--- src/rtl/mai_kick_sequencer.sv ---
// Kick-move animation sequencer and sprite ROM address generator for the Mai sprite path.
// Frame/state advance only on frame_tick; window test and ROM address are combinational.
module mai_kick_sequencer #(
  parameter int SPR_W      = 64,
  parameter int SPR_H      = 96,
  parameter int NUM_FRAMES = 4,
  parameter int FRAME_HOLD = 6,
  parameter int COOLDOWN   = 4,
  parameter int ADDR_W     = 16
) (
  input  logic              vga_clk,
  input  logic              reset_n,
  input  logic              frame_tick,
  input  logic              kick_req,
  input  logic [9:0]        pos_x,
  input  logic [9:0]        pos_y,
  input  logic [9:0]        draw_x,
  input  logic [9:0]        draw_y,
  output logic [ADDR_W-1:0] rom_address,
  output logic              sprite_on,
  output logic              sprite_on_q,
  output logic [1:0]        frame_idx,
  output logic              busy
);

  localparam int FRAME_SZ = SPR_W * SPR_H;

  typedef enum logic [1:0] {
    IDLE = 2'd0,
    PLAY = 2'd1,
    COOL = 2'd2
  } state_t;

  state_t      state_q;
  logic [1:0]  frame_idx_q;
  logic [7:0]  hold_q;
  logic [7:0]  cool_q;
  logic        pending_q;
  logic        busy_q;
  logic [9:0]  px_q;
  logic [9:0]  py_q;

  always_ff @(posedge vga_clk or negedge reset_n) begin
    if (!reset_n) begin
      state_q     <= IDLE;
      frame_idx_q <= 2'd0;
      hold_q      <= 8'd0;
      cool_q      <= 8'd0;
      pending_q   <= 1'b0;
      busy_q      <= 1'b0;
      px_q        <= 10'd0;
      py_q        <= 10'd0;
    end else begin
      // Position only moves at frame boundaries so a frame never tears.
      if (frame_tick) begin
        px_q <= pos_x;
        py_q <= pos_y;
      end
      case (state_q)
        IDLE: begin
          if (frame_tick && (pending_q || kick_req)) begin
            state_q     <= PLAY;
            frame_idx_q <= 2'd1;
            hold_q      <= 8'd0;
            pending_q   <= 1'b0;
            busy_q      <= 1'b1;
          end else if (kick_req) begin
            pending_q <= 1'b1;
          end
        end
        PLAY: begin
          if (frame_tick) begin
            if (hold_q == 8'(FRAME_HOLD - 1)) begin
              hold_q <= 8'd0;
              if (frame_idx_q == 2'(NUM_FRAMES - 1)) begin
                frame_idx_q <= 2'd0;
                cool_q      <= 8'd0;
                state_q     <= COOL;
              end else begin
                frame_idx_q <= frame_idx_q + 2'd1;
              end
            end else begin
              hold_q <= hold_q + 8'd1;
            end
          end
        end
        COOL: begin
          if (frame_tick) begin
            if (cool_q == 8'(COOLDOWN - 1)) begin
              state_q <= IDLE;
              busy_q  <= 1'b0;
            end else begin
              cool_q <= cool_q + 8'd1;
            end
          end
        end
        default: begin
          state_q <= IDLE;
          busy_q  <= 1'b0;
        end
      endcase
    end
  end

  // 11-bit arithmetic keeps px+SPR_W from wrapping near the right screen edge.
  logic [10:0] dx_ext, dy_ext, px_ext, py_ext, rel_x, rel_y;

  assign dx_ext = {1'b0, draw_x};
  assign dy_ext = {1'b0, draw_y};
  assign px_ext = {1'b0, px_q};
  assign py_ext = {1'b0, py_q};
  assign rel_x  = dx_ext - px_ext;
  assign rel_y  = dy_ext - py_ext;

  assign sprite_on = (dx_ext >= px_ext) && (dx_ext < px_ext + 11'(SPR_W)) &&
                     (dy_ext >= py_ext) && (dy_ext < py_ext + 11'(SPR_H));

  assign rom_address = sprite_on
                     ? ADDR_W'(32'(frame_idx_q) * 32'(FRAME_SZ) + 32'(rel_y) * 32'(SPR_W) + 32'(rel_x))
                     : '0;

  always_ff @(posedge vga_clk or negedge reset_n) begin
    if (!reset_n) sprite_on_q <= 1'b0;
    else          sprite_on_q <= sprite_on;
  end

  assign frame_idx = frame_idx_q;
  assign busy      = busy_q;

endmodule

--- config.mk ---
export PLATFORM = sky130hd
export DESIGN_NAME = mai_kick_sequencer
export DESIGN_NICKNAME = d
export VERILOG_FILES = /design/src/rtl/mai_kick_sequencer.sv
export SDC_FILE = /design/constraint.sdc
export NUM_CORES = 1
export LEC_CHECK = 0
export BUFFER_PORTS_ARGS = -buffer_cell sky130_fd_sc_hd__buf_2
export CORE_MARGIN = 8
export CORE_UTILIZATION = 54
export CTS_CLUSTER_DIAMETER = 100
export DETAILED_ROUTE_END_ITERATION = 8
export PLACE_DENSITY = 0.87
export REMOVE_ABC_BUFFERS = 1
export SKIP_CTS_REPAIR_TIMING = 1
export SLEW_MARGIN = 20
export SYNTH_ARGS = -nofsm -noshare
export SYNTH_HDL_FRONTEND = slang
export SYNTH_SLANG_ARGS = --single-unit
--- constraint.sdc ---
create_clock -name vga_clk -period 7 [get_ports vga_clk]
set_input_delay 0.7 -clock vga_clk [delete_from_list [all_inputs] [get_ports vga_clk]]
set_output_delay 0.7 -clock vga_clk [all_outputs]
set_load 0.02 [all_outputs]
==> impl_metrics.json, run 1 <==
{
  "clkPwrFrac_pct": 19.9,
  "n_antenna_cell": 0,
  "r2r_start": "py_q[5]",
  "crit_arrival_ps": 4570,
  "drtIter0Drc": 118,
  "fin_skew_ps": 6.51,
  "cp.required_ps": 6300,
  "grt_antenna_before_repair": 0,
  "dr.pass1.iters": 4,
  "io_buffers": 64,
  "die_h_um": 98.2,
  "syn2layout_area_growth_pct": 14.2,
  "crit_chain": "buf_2 -> inv_1 -> ha_1 -> inv_1 -> fa_1 -> a21o_1 -> a21oi_1 -> nor2b_1 -> o21a_1 -> o41ai_1 -> o21a_1 -> ha_1 -> o21ai_0 -> a21boi_0 -> o22ai_1 -> o21ai_1 -> or3_1 -> a211oi_1 -> buf_2",
  "synth_edf_count": 0,
  "drt_wl_total_mm": 8.70,
  "cts.root.buffer_cell": "clkbuf_8",
  "timing.hold.ws_ps": 500,
  "core.rowCount": 30,
  "slew_headroom_pct": 39.3,
  "synthesis.area_um2": 3650,
  "finalSetupViolations": 0,
  "p_switching_w": 0.000444,
  "fillers": 540,
  "cts_tree": "built",
  "synth_cells": 431,
  "die_area_um2": 9640,
  "swShare_pct": 39.5,
  "power.share.sequential_pct": 29.7,
  "die_w_um": 98.2,
  "place_congestion": 0.918,
  "synth.distinct_cells": 61,
  "p_total_w": 0.00112,
  "hold_viol": 0,
  "grt_first_pass_wirelength_mm": 15.2,
  "num_io_pins": 65,
  "period_needed_ps": 5270,
  "clock-sinks": 43,
  "final_cell_mix": "buf_2 (64), ha_1 (45), dfrtp_1 (43)",
  "comb_power_share_pct": 50.5,
  "crit_fanout": 4,
  "cp_slowest_cell": "o41ai_1",
  "avgSynthCellArea_um2": 8.46,
  "max_freq_mhz": 190,
  "overflow": 0,
  "fin_tns_setup_ps": 0,
  "ctsHtreeMaxLevel": 2,
  "p_int_w": 0.000679,
  "reg2reg_depth": 10,
  "drive_gt1_share_pct": 18.3,
  "fp.coreArea_um2": 6680,
  "routedWlPerCell_um": 15.2,
  "nets": 583,
  "powerDensity_nw_per_um2": 269,
  "hp-class": "flip-flop to flip-flop",
  "finalCritPeriodShare_pct": 75.3,
  "grt_max_degree": 44,
  "status": "finished, final reports clean",
  "routed-via-count": 3268,
  "layout_commonest_cell": "buf_2",
  "grt_use_total_pct": 18.6,
  "clkTransAtPathRegs_ps": 70,
  "cts_buffer_depth": 2,
  "r2r-end": "sprite_on_q",
  "cts-buffers-inserted": 5,
  "drv_slew": 0,
  "ys_ff_latch": 43,
  "synthArstFlopShare_pct": 100,
  "rsz0062_at_grt": "false",
  "ys_seq_area_share_pct": 29.5,
  "start_kind": "input port",
  "clk_latency_ps": 300,
  "first_global_vias": 3443,
  "via_per_inst": 5.71,
  "hpwlAfterDp_mm": 6.98,
  "criticalPathCategory": "input port to output pin",
  "cp-endpoint": "rom_address[15]",
  "max_stage_delay_ps": 470,
  "r2r_slack_ps": 4050,
  "startpoint": "draw_x[0]",
  "cp-end-kind": "output pin",
  "worst_pin_slew_ps": 911,
  "yosys_warnings": 0,
  "cap_violations": 0,
  "yosys_most_used_dff": "dfrtp_1",
  "p_leak_nw": 2.05,
  "route.detailed.drc": 0,
  "peakVddDrop_v": 0.000214,
  "detail-route-antenna-nets": 0,
  "initial_core_util_pct": 54.6
}
## critical path, delay by kind of cell
family,cells,cell delay [ps]
AND/OR/NAND/NOR,2,440
buffers and inverters,4,420
adder cells (fa/ha/maj),3,870
AO/OA/AOI/OAI,10,2130
## metrics by stage
step | utilization, % | area, µm² | std cells | setup slack, ps
final | 62.4 | 4170 | 572 | 1730
after global routing | 62.4 | 4170 | 572 | 1340
after detailed placement | 60.4 | 4030 | 564 | 1760
after global placement | 60.4 | 4030 | 564 | 1930
after CTS | 62.4 | 4170 | 572 | 1750
after floorplan | - | 3600 | 418 | 2130
## layer usage
layer	vias to the layer above	global-route usage (%)	wire (µm)
li1	1642	-	-
met1	1533	21.3	3810
met2	73	33.6	4320
met3	20	2.99	342
met4	0	7.67	237
met5	-	0	0
## flip-flops by register name, summed over array words and instances (netlist names)
signal / flops
pending_q: 1
px_q: 10
cool_q: 8
frame_idx: 2
busy: 1
state_q: 2
py_q: 10
hold_q: 8
sprite_on_q: 1
## synth_stat cells (all sizes together) (6+ instances only)
| master | instances | share of area, % |
|---|---|---|
| dfrtp | 43 | 30 |
| nand3 | 11 | 1.5 |
| a21oi | 25 | 3.4 |
| and3 | 6 | 1.1 |
| clkbuf | 12 | 1.2 |
| a21o | 10 | 2.1 |
| xor2 | 16 | 3.8 |
| nor3 | 18 | 2.5 |
| xnor2 | 17 | 4.1 |
| nand2 | 37 | 3.8 |
| inv | 39 | 4.0 |
| nor2 | 32 | 3.3 |
| nand4 | 6 | 1.0 |
| o21ai | 39 | 5.4 |
| ha | 45 | 15 |
## how the worst min path moves through the flow
stage | from | endpoint | slack [ps] | cells after the start
6_report | state_q[1] | state_q[0] | 500 | 1
5_1_grt | state_q[1] | state_q[0] | 530 | 1
3_3_place_gp | state_q[1] | state_q[0] | 470 | 1
4_1_cts | state_q[1] | state_q[0] | 490 | 1
3_5_place_dp | state_q[1] | state_q[0] | 480 | 1
2_1_floorplan | reset_n | busy | 400 | 0
## cell families (layout without fill, tap and decap cells)
kind of cell / after synthesis / in the layout / share of synthesized area [%]
DFF: 43 / 43 / 29.5
AOI/OAI and AO/OA: 110 / 110 / 19.0
muxes: 6 / 6 / 1.82
adders and majority gates: 48 / 48 / 17.1
xor gates and xnor gates: 33 / 33 / 7.92
buffers and inverters: 52 / 113 / 5.35
and+or+nand+nor: 139 / 139 / 19.3
## final cells by class
type                            instances  area, µm²  area share, %
Multi-Input combinational cell        336       2380           57.0
Tap cell                               80        100           2.40
Clock inverter                          2       60.1           1.44
Inverter                               39        146           3.51
Timing Repair Buffer                   66        335           8.05
Clock buffer                            6       72.6           1.74
Sequential cell                        43       1080           25.8
## power groups by stage
| stage | logic (W) | clock network, W | registers [W] |
|---|---|---|---|
| after floorplan | 0.000415 | 0 | 0.000337 |
| after global placement | 0.000534 | 0 | 0.000333 |
| after detailed placement | 0.000560 | 0 | 0.000337 |
| after CTS | 0.000563 | 0.000229 | 0.000333 |
| after global routing | 0.000639 | 0.000238 | 0.000340 |
| final | 0.000567 | 0.000223 | 0.000333 |
Power figures use the tool's default switching activity.
==> run 2: changes to the inputs <==
--- a/config.mk
+++ b/config.mk
@@ -5,12 +5,13 @@
 export SDC_FILE = /design/constraint.sdc
 export NUM_CORES = 1
 export LEC_CHECK = 0
+export ABC_AREA = 1
 export BUFFER_PORTS_ARGS = -buffer_cell sky130_fd_sc_hd__buf_2
 export CORE_MARGIN = 8
 export CORE_UTILIZATION = 54
 export CTS_CLUSTER_DIAMETER = 100
 export DETAILED_ROUTE_END_ITERATION = 8
-export PLACE_DENSITY = 0.87
+export PLACE_DENSITY = 0.86
 export REMOVE_ABC_BUFFERS = 1
 export SKIP_CTS_REPAIR_TIMING = 1
 export SLEW_MARGIN = 20
==> constraint.sdc (replaced) <==
create_clock -name vga_clk -period 5.3 [get_ports vga_clk]
set_input_delay 0.53 -clock vga_clk [delete_from_list [all_inputs] [get_ports vga_clk]]
set_output_delay 0.53 -clock vga_clk [all_outputs]
set_load 0.02 [all_outputs]
==> run 2 against run 1 <==
  * Design area rose by 7.1%
  * Register-to-register slack lost 870 ps
  * Wire length grew 4.5%
  * Sequential cell count is the same
  * Combinational power grew 55%
  * Critical path type is now flip-flop to output pin
  * Largest cell class unchanged
  * Highest routed layer unchanged
==> impl_metrics.json, run 2 <==
{
  "critPathBufInv": 4,
  "fin_skew_ps": 8.29,
  "yosys-top-cells-area": "dfrtp_1 (27%), nand2_1 (14%), ha_1 (14%)",
  "grt_antenna_before_repair": 0,
  "startpoint": "px_q[6]",
  "p_int_w": 0.000791,
  "finalSetupViolations": 0,
  "hp-class": "input port to async pin",
  "swShare_pct": 47.6,
  "core.rowCount": 31,
  "dr.pass1.iters": 5,
  "yosys_warnings": 0,
  "wl_met3_um": 367,
  "p_leak_nw": 2.45,
  "status": "finished, final reports clean",
  "grt_max_degree": 44,
  "yosysTopAreaCell": "dfrtp_1",
  "start_kind": "flip-flop",
  "synth.distinct_cells": 40,
  "crit_chain": "inv_1 -> ha_1 -> a21oi_1 -> a21boi_0 -> nand2_2 -> xor2_1 -> inv_1 -> fa_1 -> inv_1 -> nand3_1 -> nand2_1 -> nand4_1 -> nand3b_1 -> nand2_1 -> nor2_2 -> buf_2",
  "io_buffers": 64,
  "p_switching_w": 0.000718,
  "top_layer": "met4",
  "fillers": 640,
  "cts_buffer_depth": 2,
  "r2r_start": "py_q[5]",
  "synth_cells": 561,
  "initial_core_util_pct": 55.2,
  "r2r_slack_ps": 3180,
  "synth_most_common_cell": "nand2_1",
  "drt_wl_total_mm": 9.09,
  "reg_top3": "px_q: 10 flops, py_q: 10 flops",
  "grt_first_pass_wirelength_mm": 15.7,
  "fp.coreArea_um2": 7210,
  "first_global_vias": 3784,
  "finalCritPeriodShare_pct": 71.0,
  "synthArstFlopShare_pct": 100,
  "ys_top_cells_by_count": "nand2_1 (151), inv_1 (82), ha_1 (45)",
  "drive_gt1_share_pct": 16.9,
  "route.detailed.drc": 0,
  "crit_family": "adder cells",
  "synthesis.area_um2": 3980,
  "r2r-end": "sprite_on_q",
  "cp.required_ps": 4770,
  "clk_latency_ps": 290,
  "n_antenna_cell": 0,
  "ctsHtreeMaxLevel": 2,
  "rsz0062_at_grt": "false",
  "crit_top_cell": "inv_1",
  "max_freq_mhz": 266,
  "cts.root.buffer_cell": "clkbuf_8",
  "reg2reg_depth": 10,
  "powerDensity_nw_per_um2": 338,
  "cts-buffers-inserted": 5,
  "slew_headroom_pct": 38.1,
  "crit_arrival_ps": 3240,
  "avgSynthCellArea_um2": 7.10,
  "grt_use_total_pct": 18.4,
  "criticalPathCategory": "flip-flop to output pin",
  "peakVddDrop_v": 0.000247,
  "place_congestion": 0.899,
  "cp-endpoint": "rom_address[14]",
  "utilization_pct": 61.9,
  "yosys_most_used_dff": "dfrtp_1",
  "overflow": 0,
  "wl_met1_mm": 3.84,
  "cts_tree": "built",
  "worst_pin_slew_ps": 929,
  "hpwlAfterDp_mm": 7.63,
  "layout_commonest_cell": "nand2_1",
  "routed-via-count": 3703,
  "wl_met2_mm": 4.64,
  "ys_ff_latch": 43,
  "nets": 718,
  "cp-end-kind": "output pin",
  "die_area_um2": 10400,
  "cp_slowest_cell": "fa_1",
  "num_io_pins": 65,
  "syn2layout_area_growth_pct": 12.1,
  "detail-route-antenna-nets": 0,
  "hold_viol": 0,
  "clkTransAtPathRegs_ps": 90,
  "ys_seq_area_share_pct": 27.0,
  "final_cell_mix": "nand2_1 (151), inv_1 (82), buf_2 (64)",
  "synth_top_area_share_pct": 27.0,
  "cp_num_cells": 16,
  "drv_slew": 0,
  "power.share.sequential_pct": 28.2,
  "crit_fanout": 5,
  "period_needed_ps": 3770,
  "fin_tns_setup_ps": 0,
  "die_h_um": 102,
  "comb_power_share_pct": 58.3,
  "routedWlPerCell_um": 12.5,
  "clkPwrFrac_pct": 13.4,
  "synth_edf_count": 0,
  "drtIter0Drc": 130,
  "cap_violations": 0,
  "clock-sinks": 43,
  "die_w_um": 102,
  "max_stage_delay_ps": 460,
  "via_per_inst": 5.10
}
-- run 2: changes by cell type after synthesis, sizes merged, moves of 6 or more --
cell,change
nor2,+26
nand4,+6
clkbuf,-8
nand3,+21
nand2,+120
a21o,-8
nor3,-11
xnor2,-6
inv,+50
-- run 2: worst min-delay path by stage --
stage                   from        end  depth (start not counted)
floorplan            reset_n       busy                          0
global placement     py_q[0]    py_q[0]                          2
detailed placement      busy       busy                          2
CTS                  reset_n    px_q[4]                          1
global route        pos_x[3]    px_q[3]                          3
finish               reset_n  cool_q[0]                          1
-- run 2: kinds of logic (layout without fill, tap and decap cells) --
| group | count (synthesis) | count (layout) | share of synthesized area, % |
|---|---|---|---|
| flops | 43 | 43 | 27.0 |
| xor+xnor | 28 | 28 | 6.16 |
| compound gates | 69 | 69 | 9.74 |
| simple gates | 278 | 278 | 31.9 |
| fa+ha+maj | 48 | 48 | 15.7 |
| buf+inv | 95 | 161 | 9.55 |
-- run 2: routing by layer --
layer | GRT usage, % | vias to the layer above
li1 | - | 1922
met1 | 20.4 | 1679
met2 | 34.2 | 79
met3 | 2.45 | 23
met4 | 7.90 | 0
met5 | 0 | -
-- run 2: area by class of cell --
class	count	area [µm²]	area share (%)
Multi-Input combinational cell	423	2520	56.6
Sequential cell	43	1080	24.1
Timing Repair Buffer	64	320	7.17
Clock inverter	2	12.5	0.280
Tap cell	99	124	2.77
Clock buffer	6	72.6	1.63
Inverter	89	334	7.48
-- run 2: power groups by stage --
stage / sequential (W) / combinational [W] / clock (W)
floorplan: 0.000435 / 0.000673 / 0
global placement: 0.000430 / 0.000847 / 0
detailed placement: 0.000433 / 0.000876 / 0
CTS: 0.000426 / 0.000881 / 0.000208
global route: 0.000434 / 0.000997 / 0.000220
finish: 0.000426 / 0.000880 / 0.000203
-- run 2: stage by stage --
stage | instances | setup WS [ps] | instance area [µm²] | hold slack (ps) | total power (W)
2_1_floorplan | 555 | 1940 | 3940 | 234 | 0.00111
3_3_place_gp | 718 | 1640 | 4380 | 497 | 0.00128
3_5_place_dp | 718 | 1570 | 4380 | 504 | 0.00131
4_1_cts | 726 | 1520 | 4460 | 419 | 0.00151
5_1_grt | 726 | 1230 | 4460 | 444 | 0.00165
6_report | 726 | 1530 | 4460 | 377 | 0.00151
